## src/rtl/rr_arbiter4_pkg.sv

```systemverilog
// Shared types, sizes and the round-robin search helper for the rr_arbiter4 slice.
package rr_arbiter4_pkg;

   localparam int N_REQ = 4;
   localparam int IDX_W = 2;

   typedef enum logic {
      ST_IDLE = 1'b0,
      ST_BUSY = 1'b1
   } state_e;

   // First requester found scanning upward from ptr with wrap; returns ptr when req is empty.
   function automatic logic [IDX_W-1:0] rr_pick(input logic [N_REQ-1:0] req,
                                                input logic [IDX_W-1:0] ptr);
      logic [IDX_W-1:0] idx;
      logic [IDX_W-1:0] cand;
      idx = ptr;
      for (int k = N_REQ - 1; k >= 0; k--) begin
         cand = ptr + IDX_W'(k);
         if (req[cand]) begin
            idx = cand;
         end else begin
            idx = idx;
         end
      end
      return idx;
   endfunction

endpackage

```

## src/rtl/rr_arbiter4_if.sv

```systemverilog
// Request/grant bundle between requesters (master side) and the arbiter (slave side).
interface rr_arbiter4_if;
   import rr_arbiter4_pkg::*;

   logic [N_REQ-1:0] req;
   logic             done;
   logic [N_REQ-1:0] gnt;
   logic [IDX_W-1:0] gnt_idx;
   logic             gnt_valid;
   logic             timeout;

   modport master (output req, output done,
                   input gnt, input gnt_idx, input gnt_valid, input timeout);

   modport slave  (input req, input done,
                   output gnt, output gnt_idx, output gnt_valid, output timeout);

endinterface

```

## src/rtl/rr_dec2to4.sv

```systemverilog
// 2-bit index to one-hot decoder with an enable; output is all zero when disabled.
module rr_dec2to4 (
   input  logic [1:0] idx_i,
   input  logic       en_i,
   output logic [3:0] onehot_o
);

   // Decode the index only while the enable is high.
   always_comb begin
      onehot_o = 4'b0000;
      if (en_i) begin
         case (idx_i)
            2'd0:    onehot_o = 4'b0001;
            2'd1:    onehot_o = 4'b0010;
            2'd2:    onehot_o = 4'b0100;
            2'd3:    onehot_o = 4'b1000;
            default: onehot_o = 4'b0000;
         endcase
      end else begin
         onehot_o = 4'b0000;
      end
   end

endmodule

```

## src/rtl/rr_arbiter4.sv

```systemverilog
// Four-way round-robin arbiter with a one-cycle idle gap after each release.
// Define RR_ARBITER4_TIMEOUT_EN to force a release after HOLD_MAX busy cycles.
module rr_arbiter4
   import rr_arbiter4_pkg::*;
#(
   parameter int HOLD_MAX  = 16,
   parameter int RESET_PTR = 0
) (
   input  logic          clk,
   input  logic          rst,
   rr_arbiter4_if.slave  bus
);

   if ((HOLD_MAX < 2) || (HOLD_MAX > 255) || (RESET_PTR < 0) || (RESET_PTR > 3)) begin : g_bad_param
      $error("rr_arbiter4: HOLD_MAX or RESET_PTR out of range");
   end

   state_e           state_q, state_d;
   logic [IDX_W-1:0] ptr_q, ptr_d;
   logic [IDX_W-1:0] idx_q, idx_d;
   logic             valid_q, valid_d;
   logic [IDX_W-1:0] pick_s;
   logic             owner_req_s;
   logic             expire_s;
   logic [N_REQ-1:0] gnt_s;

   assign pick_s      = rr_pick(bus.req, ptr_q);
   assign owner_req_s = bus.req[idx_q];

   // Next-state and grant register inputs; done wins over any new request in BUSY.
   always_comb begin
      state_d = state_q;
      ptr_d   = ptr_q;
      idx_d   = idx_q;
      valid_d = valid_q;
      case (state_q)
         ST_IDLE: begin
            if (bus.req != 4'b0000) begin
               state_d = ST_BUSY;
               idx_d   = pick_s;
               valid_d = 1'b1;
               ptr_d   = pick_s + 2'd1;
            end else begin
               valid_d = 1'b0;
            end
         end
         ST_BUSY: begin
            if (bus.done || !owner_req_s || expire_s) begin
               state_d = ST_IDLE;
               valid_d = 1'b0;
            end else begin
               valid_d = 1'b1;
            end
         end
         default: begin
            state_d = ST_IDLE;
            valid_d = 1'b0;
         end
      endcase
   end

   // Arbitration state register.
   always_ff @(posedge clk or posedge rst) begin
      if (rst) begin
         state_q <= ST_IDLE;
         ptr_q   <= IDX_W'(RESET_PTR);
         idx_q   <= 2'd0;
         valid_q <= 1'b0;
      end else begin
         state_q <= state_d;
         ptr_q   <= ptr_d;
         idx_q   <= idx_d;
         valid_q <= valid_d;
      end
   end

`ifdef RR_ARBITER4_TIMEOUT_EN
   localparam logic [7:0] HOLD_LAST = 8'(HOLD_MAX - 1);

   logic [7:0] hold_cnt_q, hold_cnt_d;
   logic       timeout_q, timeout_d;

   assign expire_s = (state_q == ST_BUSY) && (hold_cnt_q == HOLD_LAST);

   // Hold counter sits at zero in IDLE so every BUSY entry starts fresh.
   always_comb begin
      hold_cnt_d = hold_cnt_q;
      timeout_d  = 1'b0;
      if (state_q == ST_BUSY) begin
         if (bus.done || !owner_req_s) begin
            timeout_d = 1'b0;
         end else if (expire_s) begin
            timeout_d = 1'b1;
         end else begin
            hold_cnt_d = hold_cnt_q + 8'd1;
         end
      end else begin
         hold_cnt_d = 8'd0;
      end
   end

   // Hold counter and timeout pulse registers.
   always_ff @(posedge clk or posedge rst) begin
      if (rst) begin
         hold_cnt_q <= 8'd0;
         timeout_q  <= 1'b0;
      end else begin
         hold_cnt_q <= hold_cnt_d;
         timeout_q  <= timeout_d;
      end
   end

   assign bus.timeout = timeout_q;
`else
   assign expire_s    = 1'b0;
   assign bus.timeout = 1'b0;
`endif

   rr_dec2to4 u_dec (
      .idx_i    (idx_q),
      .en_i     (valid_q),
      .onehot_o (gnt_s)
   );

   assign bus.gnt       = gnt_s;
   assign bus.gnt_idx   = idx_q;
   assign bus.gnt_valid = valid_q;

endmodule

```

## src/flat_wrapper.sv

```systemverilog
// flat-port wrapper written by rule: the top's interface ports become plain ports
module rr_arbiter4_flat import rr_arbiter4_pkg::*;
#(
   parameter int HOLD_MAX  = 16,
   parameter int RESET_PTR = 0
)
  (clk, rst, bus_req, bus_done, bus_gnt, bus_gnt_idx, bus_gnt_valid, bus_timeout);
  rr_arbiter4_if bus_i ();
  input  logic clk;
  input  logic rst;
  input wire logic [$bits(bus_i.req)-1:0] bus_req;
  input wire logic [$bits(bus_i.done)-1:0] bus_done;
  output wire logic [$bits(bus_i.gnt)-1:0] bus_gnt;
  output wire logic [$bits(bus_i.gnt_idx)-1:0] bus_gnt_idx;
  output wire logic [$bits(bus_i.gnt_valid)-1:0] bus_gnt_valid;
  output wire logic [$bits(bus_i.timeout)-1:0] bus_timeout;
  assign bus_i.req = bus_req;
  assign bus_i.done = bus_done;
  assign bus_gnt = bus_i.gnt;
  assign bus_gnt_idx = bus_i.gnt_idx;
  assign bus_gnt_valid = bus_i.gnt_valid;
  assign bus_timeout = bus_i.timeout;
  rr_arbiter4 #(.HOLD_MAX(HOLD_MAX), .RESET_PTR(RESET_PTR)) u_core (.clk(clk), .rst(rst), .bus(bus_i));
endmodule
```

## config.mk

```make
export PLATFORM = sky130hd
export DESIGN_NAME = rr_arbiter4_flat
export DESIGN_NICKNAME = d
export VERILOG_FILES = /design/src/rtl/rr_arbiter4_pkg.sv /design/src/rtl/rr_arbiter4_if.sv /design/src/rtl/rr_dec2to4.sv /design/src/rtl/rr_arbiter4.sv /design/src/flat_wrapper.sv
export SDC_FILE = /design/constraint.sdc
export NUM_CORES = 1
export LEC_CHECK = 0
export CAP_MARGIN = 25
export CORE_AREA = 3 3 40 42
export CTS_CLUSTER_DIAMETER = 50
export CTS_CLUSTER_SIZE = 8
export DETAILED_ROUTE_END_ITERATION = 7
export DIE_AREA = 0 0 43 45
export MAX_ROUTING_LAYER = met4
export PLACE_DENSITY = 0.58
export SLEW_MARGIN = 25
export SYNTH_ARGS = -nofsm -noshare
export SYNTH_HDL_FRONTEND = slang
export SYNTH_SLANG_ARGS = --single-unit
```

## constraint.sdc

```tcl
create_clock -name clk -period 1.6 [get_ports clk]
set_input_delay 0.16 -clock clk [delete_from_list [all_inputs] [get_ports clk]]
set_output_delay 0.16 -clock clk [all_outputs]
set_load 0.02 [all_outputs]
```

==> results.md, run 1 <==
* Run status: finished clean
* DRC at 0
* Largest fanout on the critical path at 7
* Crit path buf inv count at 1
* Critical path class: reg -> out
* Power density cells at approximately 1800 nW/um^2
* Drt wl/cell at roughly 11 um
* Total congestion overflow at 0
* Detail Route Antenna Nets at 0
* Largest net degree at the start of global routing at 9
* CTS tree: done
* Initial DRT Pass Iterations at 2
* Cells after Synth at 43
* Worst-path clk slew at 0.04 ns
* Setup crit start kind: flip-flop
* Post-Place Setup Slack at -0.00922 ns
* H-tree depth at 1
* Average size of a mapped cell at around 8.4 um^2
* Hold WC Path Type: in -> async
* Yosys warns at 0
* Placed cell count at roughly 70
* Initial antenna violation count at 0
* Final worst-path cycle share at 0.902
* RR Startpoint: u_core.ptr_q[1]
* Fin Setup TNS at 0 ns
* # rows at 13
* Post-synthesis simple-gate area fraction at 0.304
* Max cap viols at 0
* Yosys reg bits at 5
* Later-pin clock latency in the skew report at around 0.24 ns
* Min Tclk post-route at between 1 and 1.5 ns
* Commonest cells in the synthesized netlist: 7 x nand2_1, 6 x nor2_1, 5 x dfrtp_1
* Starting DRT DRC Count at 4
* Initial core utilization at 0.281
* Top post-synthesis cells by area: dfrtp_1 35%, mux4_1 7.3%, nand2_1 7.3%
* Vias/cell at ~4.6
* Mux cell area share after synthesis at 0.0727
* Ys async rst share at 1.00
* Largest family of logic cells by synthesized area: simple AND/OR/NAND/NOR gates
* N_diodes at 0
* Synth Area in Compound Gates at 0.201
* Crit path capture type: primary output
* Non-Filler Instances at between 70 and 80
* CP Cell Sequence: clkdlybuf4s50_1
* Final nets at 68
* Critical Path RT at roughly 1.4 ns
* RSZ-0062 raised after global routing: false
* Clock skew at approximately 0.0035 ns
* DRT Wirelength at around 830 um
* Slew Viols, Final at 0
* Pleak at between 0.2 and 0.3 nW
* Stages on the worst setup path at 1
* Synthesis-to-finish area growth at 50.2%
* Synth Flop Type: dfrtp_1
* Fillers at approximately 150
* Synthesized cell area at around 360 um^2
* Reg2Reg Depth at 5
* Xor/xnor share of the synthesized area at 0.0242
* Global placement routability congestion at around 0.74
* Clk root buf: clkbuf_4
* Clock Path Buffers at 2
* Setup repair bufs after CTS at 0
* Slowest-stage cell, CP: clkdlybuf4s50_1
* IO buf count at 13
* Largest area contributor in the netlist: dfrtp_1
* Largest stage delay, worst path at just over 0.6 ns
* Dpl hpwl at 654 um
* Crit path DAT at 1.28 ns
* F_max at 693 MHz
* DR vias at roughly 350
* Global-route wire length before repair at around 1300 um
* Final setup violation count at 0
* Crit-path leading delay family: buffers and inverters
* Sequential share of the synthesized area at 0.346
* Chip width at between 40 and 50 um
* Die height at ~45 um
* Crit path from: u_core.bus.gnt_idx[0]
* Cell variety after synth at 24
* Vias in the first global route at between 300 and 400
* Setup ws final at between 0.15 and 0.2 ns
* Adder-Cell Fraction of Synth Area at 0
* IR Drop Worst-Case VDD at 0.672 mV
* Endpoints failing hold at 0
* Final core utilization at 0.423
* Synth top area share at 0.346
* CTS Buf Count at 3
* Die footprint at roughly 1900 um^2
* Tot GR Track Use at 0.0959
* Clock tree sinks at 5
* Number of flops mapped to enable cells by yosys at 0
* Total power at between 0.9 and 1 mW
* Synth Net Count at 50
* I/O pin count at 15
* Share of layout cells above drive strength 1 at 0.167
* Count leader, synth: nand2_1
* Core Region at 1280 um^2
-- report_power, final --
part	switching (mW)	leakage [nW]	internal, mW
logic	0.263	0.207	0.269
registers	0.106	0.0552	0.201
clock network	0.0478	0.0150	0.0940
total	0.416	0.277	0.563
-- sequential cells by signal, summed over array words and instances, names as in the netlist --
| signal | flops |
|---|---|
| u_core.state_q | 1 |
| u_core.bus.gnt_idx | 2 |
| u_core.ptr_q | 2 |
-- metrics by stage --
| step | cell area [um^2] | hold WS [ns] |
|---|---|---|
| after floorplan | 362 | -0.0615 |
| after global placement | 510 | 0.375 |
| after detailed placement | 510 | 0.372 |
| after CTS | 538 | 0.111 |
| after global routing | 543 | 0.127 |
| final | 543 | 0.113 |
-- path summary, 6_finish.rpt --
kind,slack (ns),endpoint
max,0.16,bus_gnt_idx[0]
min,0.11,u_core.bus.gnt_idx[0]
max reg2reg,0.29,u_core.ptr_q[1]
min reg2reg,0.56,u_core.ptr_q[0]
max in group asynchronous,1.31,u_core.state_q
min in group clk,0.56,u_core.state_q
-- layer usage --
metal,track usage,routed length (um)
met1,0.113,401
met3,0.0598,57
met4,0.0181,0
met5,-,0
met2,0.141,374
-- repair_timing --
action | 4_1_cts | 5_1_grt
setup endpoints to repair | 4 | 2
hold buffers | 0 | 0
hold endpoints to repair | 0 | 0
resized for setup | 5 | 2
-- final cells by class --
type / count / area, um^2 / area share
multi-input combinational: 35 / 221 / 0.408
timing repair buffer: 14 / 140 / 0.258
sequential: 5 / 129 / 0.237
clock buffer: 4 / 26.3 / 0.0484
tap: 15 / 18.8 / 0.0346
inverter: 2 / 7.51 / 0.0138
-- cell usage in the layout (no fill, tap or decap), drive strengths merged --
| master | netlist | routed |
|---|---|---|
| nand2b | 2 | 2 |
| conb | 1 | 1 |
| and3b | 1 | 1 |
| nand2 | 7 | 7 |
| a21o | 2 | 2 |
| a21oi | 2 | 2 |
| nor2 | 6 | 6 |
| clkbuf | 0 | 4 |
| inv | 2 | 2 |
| o21a | 1 | 1 |
| nand3b | 1 | 1 |
| a221oi | 1 | 1 |
| clkdlybuf4s50 | 0 | 9 |
| or2b | 1 | 1 |
| nor3 | 1 | 1 |
| nor3b | 1 | 1 |
| xnor2 | 1 | 1 |
| dfrtp | 5 | 5 |
| dlygate4sd2 | 0 | 2 |
| buf | 1 | 1 |
| and3 | 1 | 1 |
| nor2b | 1 | 1 |
| dlymetal6s2s | 0 | 2 |
| o21ai | 3 | 3 |
| a31o | 1 | 1 |
| mux4 | 1 | 1 |
-- cell families (layout without fill, tap and decap cells) --
kind of cell / after synthesis / after routing
xor gates and xnor gates: 1 / 1
other: 1 / 1
buffers and inverters: 3 / 20
muxes: 1 / 1
DFF: 5 / 5
and+or+nand+nor: 22 / 22
AOI/OAI and AO/OA: 10 / 10
(Power assumes the default switching activity.)
==> run 2, diff against run 1 <==
==> constraint.sdc (replaced) <==
create_clock -name clk -period 1.49 [get_ports clk]
set_input_delay 0.149 -clock clk [delete_from_list [all_inputs] [get_ports clk]]
set_output_delay 0.149 -clock clk [all_outputs]
set_load 0.01 [all_outputs]
==> run 2 against run 1 <==
Power grew 10%. Register-to-register slack lost 0.11 ns. Combinational power grew 17%. Non-clock buffer count grew 5. Sequential share of layout area shrank 1.6 points. Die area is the same. Critical path type unchanged.
==> results.md, run 2 (synthesis gave the netlist of run 1 again) <==
* Run status: finished clean
* Max cap viols at 0 (unchanged)
* CTS tree: done
* RSZ-0062 raised after global routing: false
* Detail Route Antenna Nets at 0 (unchanged)
* Internal Power at 0.685 mW (+22%)
* Slew Viols, Final at 0 (unchanged)
* CTS Buf Count at 3 (unchanged)
* Later-pin clock latency in the skew report at 0.24 ns (about the same)
* DR vias at 377 (+8.3%)
* Dpl hpwl at 613 um (-6.4%)
* Global placement routability congestion at 0.686 (-6.9%)
* IR Drop Worst-Case VDD at 1.09 mV (+62%)
* Synthesis-to-finish area growth at 60.9%
* Clk root buf: clkbuf_4
* Placed cell count at 71 (unchanged)
* Core Region at 1280 um^2 (unchanged)
* Final worst-path cycle share at 0.956
* Final core utilization at 0.453 (+0.0302)
* Initial DRT Pass Iterations at 4 (+2)
* Pleak at 0.298 nW (+7.6%)
* F_max at roughly 700 MHz
* Clock share of power at 0.143 (-0.002)
* Initial core utilization at 0.281 (unchanged)
* NetSw at 0.394 mW (-5.3%)
* Vias in the first global route at 325 (+5.5%)
* Largest fanout on the critical path at 6 (-1)
* DRC at 0 (unchanged)
* Endpoints failing hold at 0 (unchanged)
* Share of layout cells above drive strength 1 at 0.231 (+0.0641)
* Die height at 45 um (unchanged)
* # rows at 13 (unchanged)
* Clock Path Buffers at 2 (unchanged)
* Fillers at 130 (-11%)
* Cell Area, Placed at 510 um^2 (unchanged)
* Chip width at 43 um (unchanged)
* N_diodes at 0 (unchanged)
* Hold_buf cts at 0 (unchanged)
* Final instance area at 582 um^2 (+7.1%)
* Clock tree sinks at 5 (unchanged)
* Most frequent cells in the layout: 9 x clkdlybuf4s50_1, 7 x nand2_1, 6 x nor2_1, 6 x buf_4
* Combinational share of power at 0.575 (+0.033)
* I/O pin count at 15 (unchanged)
* Total congestion overflow at 0 (unchanged)
* Drt wl/cell at 10.1 um (-8.9%)
* Clock skew at 0.00361 ns (+0.000139 ns)
* Commonest non-fill, non-tap cell in the layout: clkdlybuf4s50_1
* Starting DRT DRC Count at 4 (unchanged)
* Reg power frac at 0.282 (-0.031)
* Power density cells at 1860 nW/um^2 (+2.9%)
* Setup ws final at 0.0659 ns (-0.0916 ns)
* Crit path capture type: primary output
* Largest net degree at the start of global routing at 8 (-1)
* Final setup violation count at 0 (unchanged)
* Critical path class: reg -> out
* Non-Filler Instances at 80 (+6.7%)
* Initial antenna violation count at 0 (unchanged)
* Post-Place Setup Slack at -0.0875 ns (-0.0783 ns)
* Tot GR Track Use at 0.0950 (-0.000864)
* Critical Path RT at 1.34 ns (-0.10 ns)
* Crit path DAT at 1.28 ns (about the same)
* Total power at 1.08 mW (+10%)
* IO buf count at 13 (unchanged)
* Vias/cell at 4.71 (+1.6%)
* Setup crit start kind: flip-flop
* Sw frac at 0.365 (-0.0598)
* Hold WC Path Type: in -> async
* Worst-path clk slew at 0.04 ns (about the same)
* Die footprint at 1940 um^2 (unchanged)
* Min Tclk post-route at approximately 1.4 ns
* H-tree depth at 1 (unchanged)
* Global-route wire length before repair at 1310 um (-0.98%)
* Final nets at 73 (+7.4%)
* DRT Wirelength at 810 um (-2.9%)
==> run 2: cell types whose count changed in the layout (fill, tap and decap cells not counted) <==
cell             before  now
buf_4                 1    6
dlygate4sd2_1         2    1
clkdlybuf4s15_1       0    1
==> run 2: repair_timing <==
item / in CTS / in global routing
hold endpoints to repair: 0 / 0
setup buffers: 3 / 2
setup endpoints to repair: 4 / 3
resized for setup: 5 / 3
==> run 2: routing by layer <==
layer	wire length, um	vias to the layer above	track usage
met4	0	0	0.0181
met2	384	14	0.141
li1	-	194	-
met3	72	0	0.0598
met5	0	-	-
met1	352	169	0.111
==> run 2: per-stage QoR <==
stage	hold WS, ns	TNS (ns)
after floorplan	-0.0725	0
after global placement	0.365	-0.199
after detailed placement	0.365	-0.173
after CTS	0.108	0
after global routing	0.128	0
final	0.100	0
==> run 2: area by class of cell <==
| type | instances | area (um^2) | share of cell area |
|---|---|---|---|
| clock buffers | 4 | 26.3 | 0.0452 |
| inverters | 2 | 7.51 | 0.0129 |
| repair buffers | 19 | 179 | 0.308 |
| well taps | 15 | 18.8 | 0.0323 |
| multi-input cells | 35 | 221 | 0.381 |
| flip-flops and latches | 5 | 129 | 0.222 |
==> run 2: worst paths after layout <==
kind                                  startpoint                     to  slack (ns)  depth (start not counted)
hold reg to reg                  u_core.ptr_q[0]        u_core.ptr_q[0]        0.56                          1
setup / recovery           u_core.bus.gnt_idx[1]         bus_gnt_idx[1]        0.07                          2
min in group clk                        bus_done         u_core.state_q        0.53                          3
hold / removal                               rst  u_core.bus.gnt_idx[0]        0.10                          2
max in group asynchronous                    rst         u_core.state_q        1.21                          2
setup reg to reg           u_core.bus.gnt_idx[0]         u_core.state_q        0.18                          4
==> run 2: power by group through the flow <==
stage	sequential (mW)	combinational, mW	clock, mW
floorplan	0.312	0.291	0
global route	0.319	0.685	0.167
finish	0.304	0.621	0.154
detailed placement	0.319	0.521	0
CTS	0.308	0.587	0.159
global placement	0.320	0.523	0
==> run 2: worst max-delay path, stage by stage (launching register included) <==
cell and delay (ns):
dfrtp_2 0.43, buf_4 0.14, clkdlybuf4s50_1 0.46
